<file path="src/rtl/bus_arbiter4.sv">
// Four-requester round-robin bus arbiter with bounded bursts and a registered
// 4:1 32-bit data mux; a mandatory one-cycle idle turnaround follows every release.
module bus_arbiter4 #(
    parameter int MAX_BURST = 4
) (
    input  logic        CLK,
    input  logic        CLRN,
    input  logic [3:0]  REQ,
    input  logic [31:0] D0,
    input  logic [31:0] D1,
    input  logic [31:0] D2,
    input  logic [31:0] D3,
    output logic [3:0]  GNT,
    output logic [1:0]  SEL,
    output logic [31:0] DOUT,
    output logic        DVALID,
    output logic        BUSY
);

    typedef enum logic {
        IDLE,
        OWN
    } state_t;

    state_t      state;
    logic [1:0]  ptr;
    logic [3:0]  beat_cnt;
    logic [1:0]  winner;
    logic [31:0] mux_out;
    logic        last_beat;

    // Descending scan so the requester closest to ptr is the last to write winner.
    always_comb begin
        winner = ptr; // NOTE: assign a default first so the search cannot infer a latch
        for (int j = 3; j >= 0; j--) begin
            if (REQ[ptr + 2'(j)]) begin
                winner = ptr + 2'(j);
            end
        end
    end

    // The data path follows the registered owner index, never the request vector.
    always_comb begin
        case (SEL)
            2'd0:    mux_out = D0;
            2'd1:    mux_out = D1;
            2'd2:    mux_out = D2;
            default: mux_out = D3;
        endcase
    end

    assign last_beat = (beat_cnt == 4'(MAX_BURST - 1));
    assign BUSY      = (state == OWN);

    // NOTE: sequential state uses non-blocking assignments so every register sees pre-edge values
    always_ff @(posedge CLK or negedge CLRN) begin
        if (!CLRN) begin
            state    <= IDLE;
            GNT      <= 4'b0000;
            SEL      <= 2'd0;
            DOUT     <= 32'd0;
            DVALID   <= 1'b0;
            ptr      <= 2'd0;
            beat_cnt <= 4'd0;
        end else begin
            DVALID <= 1'b0;
            case (state)
                IDLE: begin
                    if (|REQ) begin
                        GNT      <= 4'b0001 << winner;
                        SEL      <= winner;
                        beat_cnt <= 4'd0;
                        state    <= OWN;
                    end else begin
                        GNT <= 4'b0000;
                    end
                end
                OWN: begin
                    if (REQ[SEL]) begin
                        DOUT     <= mux_out;
                        DVALID   <= 1'b1;
                        beat_cnt <= beat_cnt + 4'd1;
                    end
                    // Release on a dropped request or on the final permitted beat.
                    if (!REQ[SEL] || last_beat) begin
                        GNT   <= 4'b0000;
                        ptr   <= SEL + 2'd1;
                        state <= IDLE;
                    end
                end
                default: state <= IDLE;
            endcase
        end
    end

endmodule
</file>
<file path="config.mk">
export PLATFORM = sky130hd
export DESIGN_NAME = bus_arbiter4
export DESIGN_NICKNAME = d
export VERILOG_FILES = /design/src/rtl/bus_arbiter4.sv
export SDC_FILE = /design/constraint.sdc
export NUM_CORES = 1
export LEC_CHECK = 0
export CORE_UTILIZATION = 40
export CTS_BUF_LIST = sky130_fd_sc_hd__clkbuf_4 sky130_fd_sc_hd__clkbuf_8
export DETAILED_ROUTE_END_ITERATION = 12
export GPL_TIMING_DRIVEN = 0
export PLACE_DENSITY = 0.93
export SLEW_MARGIN = 10
export SYNTH_ARGS = -nofsm -noshare
export SYNTH_HDL_FRONTEND = slang
export SYNTH_SLANG_ARGS = --single-unit
export TNS_END_PERCENT = 1
</file>
<file path="constraint.sdc">
create_clock -name CLK -period 3.8 [get_ports CLK]
set_input_delay 0.95 -clock CLK [delete_from_list [all_inputs] [get_ports CLK]]
set_output_delay 0.95 -clock CLK [all_outputs]
set_load 0.02 [all_outputs]
</file>
---- After elaboration in Yosys (flattened, before gate mapping) ----
Cells that the tools add are included.
operators by class
  reduce and logical (&&, ||, !) cells .... 8
  eq/ne operators ......................... 6
  $add $sub $neg .......................... 5
  shifts and indexed selects .............. 1
  mux-type cells .......................... 26
  bitwise gates (word level) .............. 1
  magnitude comparators ................... 5
operators with widths
  kind                   number
  $pmux W32 S3           1
  $mux W4                4
  $pmux W4 S2            2
  $lt A2 B3 Y1 const B   5
  $bmux W1 S2            5
  $mux W1                9
  $mux W2                4
  $reduce_and A2 Y1      4
  $add A2 B1 Y2 const B  2
  $add A2 B2 Y2 const B  2
  $add A4 B1 Y4 const B  1
  $eq A4 B2 Y1 const B   1
  $ne A2 B1 Y1 const B   2
  $reduce_or A4 Y1       1
  $shl A1 B2 Y4 const A  1
  $eq A2 B1 Y1 const B   1
  $eq A2 B2 Y1 const B   1
  $logic_not A2 Y1       1
  $ne A2 B2 Y1 const B   1
  $pmux W1 S2            1
  $logic_not A1 Y1       1
  $logic_or A1 B1 Y1     1
  $not A1 Y1             1
storage, ports and cells
  input bits .............................. 134
  bits in registers ....................... 46
  output and inout bits ................... 40
  logic and storage cells ................. 59

---- Logic depth before layout (Yosys ltp) ----
  depth after elaboration ................. 10
  gate-level depth with buffers ........... 7
  mapped depth without buffers ............ 6

---- Worst setup path before layout ----
OpenSTA, ideal clock, no wires.
  path type ............................... in2reg
  start ................................... input port REQ[3]
  end ..................................... register ptr[1]
  buffers on the path ..................... 0
  slack ................................... 1.656 ns
  cell stages on the path ................. 4
  arrival time ............................ 2.017 ns
  cells stage by stage .................... mux4_2 > o21ai_2 > and2_1 > mux2_1
on the way
  longest elaborated chain between the ends .. 5
RTL lines
  item                           line  RTL
  start, declared                8     input logic [3:0] REQ,
  $bmux W1 S2                    85    if (!REQ[SEL] || last_beat) begin
  $mux W1 (implied by the code)  85
  $logic_not A1 Y1               85
  $logic_or A1 B1 Y1             85
  $reduce_and A2 Y1 (no line)    n/a
  end signal, assigned           87    ptr <= SEL + 2'd1;
  end, declared                  26    logic [1:0] ptr;
Every way passes these cells. The select of a mux whose other input is x is not followed.
A chain may end at the register's enable or synchronous reset.

---- Worst setup path after layout ----
  start ................................... input port REQ[0]
  end ..................................... register ptr[1]
Same word-level chain as after synthesis.

==> flow_summary_export.csv <==
group,metric,value,unit
floorplanning,die_height,82.6,um
run_status,status,"finished clean",
clocking,cts_buffers,5,
floorplanning,coreArea,6100,um^2
floorplanning,die-area,6820,um^2
setup_path,crit_path_top_delay_cell,"mux4_2",
routing,wl_per_cell,17.6,um
timing,hold_viol,0,
routing,wl_met3,968,um
placed_design,gp_congestion,0.874,
placed_design,dp_hpwl,7.50,mm
clocking,cts.sinks,46,
timing,setup_ws,1.32,ns
floorplanning,placementRows,28,
grt,grt_overflow,0,
clocking,cts_root_buf,"clkbuf_8",
logic_synthesis,post-synth-top-count-cell,"dfrtp_1",
setup_path,end_kind,"flip-flop",
grt,grt_pass1_wl,14.0,mm
grt,grt_max_degree,26,
logic_synthesis,yosysUniqueCellTypes,36,
cells_and_area,syn2layout_area_growth,74.4,%
logic_synthesis,synth_area_leaders,"dfrtp_1 (44%), a222oi_1 (12%), a21oi_1 (7.1%)",
pwr,power_density,713,nW/um^2
floorplanning,ios,174,
cells_and_area,finalNetCount,608,
pwr,power.leakage,0.00189,uW
grt,grt_usage,0.273,
setup_path,cp_top_family,"multiplexers",
clocking,cts_hold_buf,0,
cells_and_area,final-instance-count-excl-fill,544,
setup_path,cp_slowest_stage_delay,0.56,ns
logic_synthesis,syn-num-nets,427,
setup_path,path_buf_inv,1,
clocking,htreeDepth,2,
clocking,path_clk_slew,0.08,ns
timing,setup_viol_count_final,0,
logic_synthesis,synth_fa_ha_area_frac,0.0241,
logic_synthesis,synth-simple-area-share,0.143,
logic_synthesis,synth_area_leader_cell,"dfrtp_1",
floorplanning,initial_core_util,0.426,
setup_path,critPathArrivalTime,2.66,ns
setup_path,startpoint_type,"input port",
routing,highest_layer,"met4",
clocking,post_cts_resized,0,
logic_synthesis,synth_top_family_by_area,"compound AO/OA/AOI/OAI gates",
timing,max_slew_margin,0.634,
min_path,hp-class,"reg2reg",
routing,ant_nets,0,
setup_path,crit_fanout,8,
setup_path,path_cells,"clkdlybuf4s50_1 -> mux4_2 -> o21ai_2 -> and2_1 -> mux2_1",
placed_design,dp_slack,1.03,ns
cells_and_area,final_util,0.743,
logic_synthesis,synthArstFlopShare,1.00,
logic_synthesis,yosysTopAreaCellShare,0.443,
timing,slew_viol_final,0,
logic_synthesis,ys.flop_type,"dfrtp_1",
placed_design,io_buffers,173,
timing,fin_crit_sh,0.654,
logic_synthesis,synth-edff-count,0,
setup_path,crit_required,3.97,ns
logic_synthesis,syn_inst,288,
timing,tightest_slew,0.549,ns
timing,clock_skew,0.00694,ns
grt,grt_pass1_vias,2957,
logic_synthesis,syn_area_per_cell,9.02,um^2
grt,grt_antenna_before_repair,0,
routing,dr_total_vias,3088,
timing,max_freq,403,MHz
logic_synthesis,ys_seq_elements,46,
timing,hold-worst-slack,0.480,ns
routing,drt_wl_total,9.58,mm
routing,dr_wl_met2,4.94,mm
routing,wl_met1,3.44,mm
logic_synthesis,synth_compound_area_frac,0.320,
clocking,insertion_delay,0.29,ns
clocking,cts_tree,"done",
timing,fin_crit,2.48,ns
routing,drtPass1Iterations,6,
cells_and_area,drive_gt1_frac,0.0618,
timing,rsz0062_at_grt,"false",
logic_synthesis,synthXorXnorAreaFrac,0,
routing,drt-vias-per-instance,5.68,
cells_and_area,antennaDiodeCount,0,
logic_synthesis,syn_area,2600,um^2
pwr,max-vdd-ir-drop,0.000375,V
clocking,post_cts_buffers,0,
setup_path,critPathKind,"in2reg",
timing,tns,0,ns
logic_synthesis,yosys-mux-area-fraction,0.0169,
run,maxCapViolCount,0,
floorplanning,dieWidth,82.6,um
routing,drt_iter0_markers,230,
clocking,ctsLongestPathBuffers,2,
routing,drc,0,
logic_synthesis,synth_common_cells,"dfrtp_1 (46), a21oi_1 (37), nand2_1 (37)",
logic_synthesis,seq_area_frac_synth,0.443,
placed_design,dp.cells,537,
logic_synthesis,ys_warn_count,0,
-- cell type report --
class,count,area (um^2)
tap,75,93.8
timing repair buffer,174,1750
clock buffer,7,83.8
buffer,23,118
fill,463,1570
multi-input combinational,214,1310
sequential,46,1150
inverter,5,18.8
-- flip-flops by register name, summed over array words and instances, names as in the netlist --
| signal | cells |
|---|---|
| ptr | 2 |
| beat_cnt | 4 |
| DOUT | 32 |
| DVALID | 1 |
| SEL | 2 |
| BUSY | 1 |
| GNT | 4 |
-- final timing paths --
check | start | endpoint | slack [ns] | cells after the start
max | REQ[0] | ptr[1]$_DFFE_PN0P_ | 1.32 | 5
min | DOUT[0]$_DFFE_PN0P_ | DOUT[0]$_DFFE_PN0P_ | 0.48 | 2
max reg2reg | SEL[0]$_DFFE_PN0P_ | DOUT[26]$_DFFE_PN0P_ | 1.69 | 7
min reg2reg | DOUT[0]$_DFFE_PN0P_ | DOUT[0]$_DFFE_PN0P_ | 0.48 | 2
max in group asynchronous | CLRN | DOUT[0]$_DFFE_PN0P_ | 2.64 | 2
min in group asynchronous | CLRN | DOUT[11]$_DFFE_PN0P_ | 0.64 | 1
-- metal layers --
layer,vias to the layer above,GRT usage
met3,27,0.0604
met4,0,0.109
met1,1440,0.311
li1,1447,-
met2,174,0.493
met5,-,0
-- cells by family (layout without fill, tap and decap cells) --
kind of cell	count (synthesis)	in the layout
adders and majority gates	5	5
AOI/OAI and AO/OA	120	120
buffers and inverters	28	209
muxes	3	3
and+or+nand+nor	86	86
DFF	46	46
-- power by group --
group          internal, uW  switching, uW
combinational           920           1160
clock                   141            149
sequential              704            155
total                  1760           1470
-- per-stage QoR --
stage          total power [uW]  area [um^2]
2_1_floorplan              2070         2600
3_3_place_gp               2860         4420
3_5_place_dp               2940         4450
4_1_cts                    3240         4530
5_1_grt                    3470         4530
6_report                   3230         4530
-- cells in the final DEF, fill, tap and decap left out, types with 2 or more instances in the layout --
cell             instances
nand3_1                  3
o31ai_1                  2
clkbuf_8                 5
a21oi_1                 37
clkbuf_1                16
a222oi_1                32
nor2_1                  35
buf_2                    3
a22o_1                   2
o22a_1                   2
nand2_1                 37
buf_8                    2
o21ai_0                 28
dfrtp_1                 46
clkdlybuf4s50_1        172
o21ai_2                  8
inv_1                    5
clkbuf_2                 2
nand2b_1                 4
ha_1                     5
o2bb2ai_1                2
clkbuf_4                 2
a21o_1                   2
-- worst reg2reg max path, stage by stage, from the launching register on --
cell and delay, ns:
dfrtp_1 0.48, inv_1 0.12, ha_1 0.31, clkbuf_1 0.29
a222oi_1 0.44, nor2_1 0.11, a21oi_1 0.14, o21ai_0 0.10
Power figures use the tool's default switching activity.
